$ cat src/rtl/vu_meter_ctrl.sv
// Windowed stereo peak meter: tracks the peak |(L+R)/2| per window and drives a 16-segment bar.
// Optional decaying peak-hold dot is built only when VU_PEAK_HOLD_EN is defined.
module vu_meter_ctrl #(
    parameter int unsigned WINDOW_SAMPLES = 256,
    parameter int unsigned HOLD_FRAMES    = 8
) (
    input  logic        clk,
    input  logic        rst,
    input  logic        sample_valid,
    input  logic [31:0] sample_in,
    output logic [15:0] leds,
    output logic        frame_tick
);

    if (WINDOW_SAMPLES < 2 || WINDOW_SAMPLES > 65535) begin : g_bad_window
        $error("vu_meter_ctrl: WINDOW_SAMPLES out of range");
    end
    if (HOLD_FRAMES > 255) begin : g_bad_hold
        $error("vu_meter_ctrl: HOLD_FRAMES out of range");
    end

    typedef enum logic [1:0] {
        ACCUM,
        COMPUTE,
        APPLY
    } state_t;

    localparam logic [15:0] CNT_LAST = 16'(WINDOW_SAMPLES - 1);

    state_t      state, state_next;
    logic signed [16:0] sum;
    logic [15:0] avg;
    logic [15:0] avg_neg;
    logic [14:0] mag;
    logic [14:0] acc_peak, peak_next, snap_peak;
    logic [15:0] sample_cnt;
    logic        window_end;
    logic [4:0]  level, level_r;
    logic [15:0] bar;
    logic [15:0] leds_next;

    always_comb begin
        sum     = $signed({sample_in[31], sample_in[31:16]}) + $signed({sample_in[15], sample_in[15:0]});
        avg     = 16'(sum >>> 1);
        avg_neg = 16'(~avg + 16'd1);
        // The only average whose magnitude does not fit 15 bits is -32768.
        if (avg == 16'h8000) begin
            mag = 15'h7FFF;
        end else if (avg[15]) begin
            mag = avg_neg[14:0];
        end else begin
            mag = avg[14:0];
        end
        peak_next  = (mag > acc_peak) ? mag : acc_peak;
        window_end = sample_valid && (sample_cnt == CNT_LAST);
    end

    always_ff @(posedge clk or negedge rst) begin
        if (!rst) begin
            acc_peak   <= '0;
            snap_peak  <= '0;
            sample_cnt <= '0;
        end else if (sample_valid) begin
            if (window_end) begin
                snap_peak  <= peak_next;
                acc_peak   <= '0;
                sample_cnt <= '0;
            end else begin
                acc_peak   <= peak_next;
                sample_cnt <= sample_cnt + 16'd1;
            end
        end
    end

    always_ff @(posedge clk or negedge rst) begin
        if (!rst) begin
            state <= ACCUM;
        end else begin
            state <= state_next;
        end
    end

    // A window closing during APPLY chains straight into the next COMPUTE.
    always_comb begin
        state_next = state;
        case (state)
            ACCUM:   if (window_end) state_next = COMPUTE;
            COMPUTE: state_next = APPLY;
            APPLY:   state_next = window_end ? COMPUTE : ACCUM;
            default: state_next = ACCUM;
        endcase
    end

    always_comb begin
        level = '0;
        for (int unsigned i = 0; i < 16; i++) begin
            if (snap_peak > 15'(i * 1024)) begin
                level = level + 5'd1;
            end
        end
    end

    always_ff @(posedge clk or negedge rst) begin
        if (!rst) begin
            level_r <= '0;
        end else if (state == COMPUTE) begin
            level_r <= level;
        end
    end

    always_comb begin
        bar = '0;
        for (int unsigned k = 0; k < 16; k++) begin
            bar[k] = (level_r > 5'(k));
        end
    end

`ifdef VU_PEAK_HOLD_EN
    localparam logic [7:0] HOLD_INIT = 8'(HOLD_FRAMES);

    logic [4:0]  hold_pos, hold_pos_next;
    logic [7:0]  hold_cnt, hold_cnt_next;
    logic [15:0] dot;

    always_comb begin
        hold_pos_next = hold_pos;
        hold_cnt_next = hold_cnt;
        if (level_r >= hold_pos) begin
            hold_pos_next = level_r;
            hold_cnt_next = HOLD_INIT;
        end else if (hold_cnt != 8'd0) begin
            hold_cnt_next = hold_cnt - 8'd1;
        end else if (hold_pos != 5'd0) begin
            hold_pos_next = hold_pos - 5'd1;
        end
        dot = '0;
        for (int unsigned k = 0; k < 16; k++) begin
            dot[k] = (hold_pos_next == 5'(k + 1));
        end
        leds_next = bar | dot;
    end

    always_ff @(posedge clk or negedge rst) begin
        if (!rst) begin
            hold_pos <= '0;
            hold_cnt <= '0;
        end else if (state == APPLY) begin
            hold_pos <= hold_pos_next;
            hold_cnt <= hold_cnt_next;
        end
    end
`else
    always_comb begin
        leds_next = bar;
    end
`endif

    always_ff @(posedge clk or negedge rst) begin
        if (!rst) begin
            leds       <= '0;
            frame_tick <= 1'b0;
        end else begin
            frame_tick <= (state == APPLY);
            if (state == APPLY) begin
                leds <= leds_next;
            end
        end
    end

endmodule

$ cat config.mk
export PLATFORM = sky130hd
export DESIGN_NAME = vu_meter_ctrl
export DESIGN_NICKNAME = d
export VERILOG_FILES = /design/src/rtl/vu_meter_ctrl.sv
export SDC_FILE = /design/constraint.sdc
export NUM_CORES = 1
export LEC_CHECK = 0
export ABC_CLOCK_PERIOD_IN_PS = 22900
export CAP_MARGIN = 0
export CORE_UTILIZATION = 45
export CTS_CLUSTER_DIAMETER = 30
export DETAILED_ROUTE_END_ITERATION = 6
export SYNTH_ARGS = -nofsm -noshare
export SYNTH_HDL_FRONTEND = slang
export SYNTH_SLANG_ARGS = --single-unit
$ cat constraint.sdc
create_clock -name clk -period 22.9 [get_ports clk]
set_input_delay 6.87 -clock clk [delete_from_list [all_inputs] [get_ports clk]]
set_output_delay 6.87 -clock clk [all_outputs]
set_load 0.1 [all_outputs]
==> impl_metrics.py <==
metrics = {
    "timing": {
        "tightest_slew_ns": 1.14,
        "min_period_over_period": 0.603,
        "rsz0062_at_grt": "no",
        "layout_setup_ws_ns": 9.10,
        "relSlewSlack": 0.236,
        "finalSetupViolations": 0,
        "hold_viol": 0,
        "skew_ns": 0.00872,
        "timing.fmax_mhz": 72.5,
        "layout_min_cycle_time_ns": 13.80,
        "tns_ns": 0,
        "finalMaxSlewViolations": 0,
    },
    "final_layout": {
        "nFillCells": 1292,
        "final_cells": 947,
        "final_nets": 849,
        "fin_util": 0.542,
        "layout_commonest_cell": "nand2_1",
        "antenna_cells": 0,
        "areaGrowthSynthToFinish_pct": 15.3,
        "drive_gt1_frac": 0.0804,
        "layout_common_cells": "nand2_1 (74), dfrtp_1 (70), clkdlybuf4s50_1 (50)",
    },
    "synthesis": {
        "ys_warn_count": 0,
        "synth_seq_area_share": 0.277,
        "synthFlopType": "dfrtp_1",
        "yosysUniqueCellTypes": 80,
        "syn_inst": 731,
        "synth-edff-count": 0,
        "yosys-top-cells-area": "dfrtp_1 (28%), ha_1 (9.3%), xnor2_1 (6.1%), nand2_1 (4.4%), xor2_1 (4.3%)",
        "synth_top_area_cell": "dfrtp_1",
        "syn-num-nets": 814,
        "syn_avg_cell_area_um2": 8.65,
        "ys_ff_latch": 70,
        "synthesis.area_um2": 6320,
        "synth_top_area_frac": 0.277,
        "async_flop_share": 1.00,
    },
    "drt": {
        "wl_per_cell_um": 14.9,
        "wirelength_um": 14100,
        "avgViaCountPerCell": 5.68,
        "firstDrtPassIters": 5,
        "vias": 5382,
        "drt-initial-drc-count": 327,
        "post-route-drc-count": 0,
        "ant_nets": 0,
    },
    "setup_path": {
        "rr_startpoint": "snap_peak[14]",
        "cpMostUsedCell": "o21a_1",
        "cp_max_fo": 25,
        "end_kind": "flip-flop",
        "crit_type": "primary input to flip-flop",
        "slowest_delay_ns": 0.89,
        "cp_top_family": "compound AO/OA/AOI/OAI gates",
        "cp-start-kind": "primary input",
        "worst-endpoint-required_ns": 23.17,
        "critPathLaunch": "sample_in[0]",
        "crit_slowest_cell": "o21ai_1",
        "crit_arrival_ns": 14.06,
        "critPathBufInv": 2,
    },
    "cts": {
        "cts.repair_timing.setup_buffer_count": 0,
        "clk_pin_slew_ns": 0.07,
        "clockRootBuffer": "clkbuf_16",
        "cts_tree": "built",
        "clk_path_buf_depth": 2,
        "clkSinkCount": 70,
        "ctsResizeCount": 0,
        "cts_hold_buf": 0,
        "htree_levels": 3,
        "cts_buffers": 9,
        "insertion_delay_ns": 0.34,
    },
    "global_routing": {
        "grt_pass1_vias": 5159,
        "grt_max_degree": 71,
        "antenna_found_initial": 0,
        "grt_first_pass_wirelength_um": 23800,
        "gr-total-overflow": 0,
        "grt_usage": 0.202,
    },
    "min_path": {
        "holdCritStartpoint": "state[0]",
        "hold_path.class": "flip-flop to flip-flop",
    },
    "die": {
        "start_util": 0.470,
        "core_area_um2": 13500,
        "die_width_um": 121,
        "ios": 52,
        "row_count": 42,
        "die_h_um": 121,
        "die_area_um2": 14500,
    },
    "power": {
        "powerDensity_nw_per_um2": 64.0,
        "p_total_uw": 466,
        "power.leakage_nw": 3.30,
        "ir_drop_uv": 41.7,
    },
    "place": {
        "hpwl_um": 10800,
        "numPortBuffers": 51,
        "dp_cells": 931,
        "gp_congestion": 0.857,
        "dpl_worst_slack_ns": 8.76,
    },
    "outcome": {
        "outcome": "finished, final reports clean",
    },
    "job": {
        "cap_violations": 0,
    },
}
cell type report:
class,instances,area [um2],area share
tap,176,220,0.0302
timing repair buffer,54,528,0.0725
clock inverter,7,105,0.0144
clock buffer,9,225,0.0309
inverter,41,154,0.0211
multi-input combinational,590,4300,0.590
sequential,70,1750,0.240
routing by layer:
layer | wire length (um) | up-vias | global-route usage
met5 | 0 | - | 0
met4 | 223 | 0 | 0.0671
met3 | 599 | 18 | 0.0354
met2 | 6580 | 117 | 0.337
met1 | 6690 | 2529 | 0.263
li1 | - | 2718 | -
Yosys cell counts, types with 5 or more instances:
master,number
nand4_1,14
ha_1,47
nor2b_1,9
mux2i_1,7
nor3_1,11
o21a_1,6
nand2_1,74
nand2b_1,6
a21oi_1,39
o31ai_1,5
inv_1,39
a211oi_1,6
a31oi_1,17
nor4_1,6
and3_1,13
nand3_1,15
nor2_1,47
or3_1,8
a21o_1,25
xnor2_1,44
o21ai_0,45
clkbuf_1,28
dfrtp_1,70
o21bai_1,10
xor2_1,31
or2_2,5
a22o_1,14
sequential cells by signal, indices dropped and copies added, names as in the netlist:
signal and count:
snap_peak 15, level_r 5, frame_tick 1, sample_cnt 16, state 2, acc_peak 15
leds 16
cells by family after synthesis:
kind of cell	after synthesis	share of synthesized area
simple gates	235	0.197
compound gates	209	0.227
xor+xnor	87	0.143
buf+inv	71	0.0424
flops	70	0.277
fa+ha+maj	48	0.0962
mux	11	0.0182
worst paths after layout:
kind | slack [ns] | end | depth (start not counted)
min in group asynchronous | 6.75 | leds[13] | 2
worst max-delay path | 9.10 | acc_peak[4] | 31
worst min-delay path | 0.45 | state[0] | 1
worst min register to register | 0.45 | state[0] | 1
max in group asynchronous | 15.53 | sample_cnt[9] | 2
worst max register to register | 12.92 | level_r[4] | 41
power breakdown:
part,total [mW],internal (mW),switching (mW)
Clock,0.154,0.0970,0.0565
Sequential,0.157,0.142,0.0151
Combinational,0.155,0.0692,0.0859
per-stage QoR:
step,cell area (um2),hold slack (ns)
finish,7290,0.448
global placement,6960,0.433
CTS,7290,0.453
floorplan,6320,0.418
global route,7290,0.463
detailed placement,6960,0.441
Note: power is estimated with default switching activity, not from simulation.
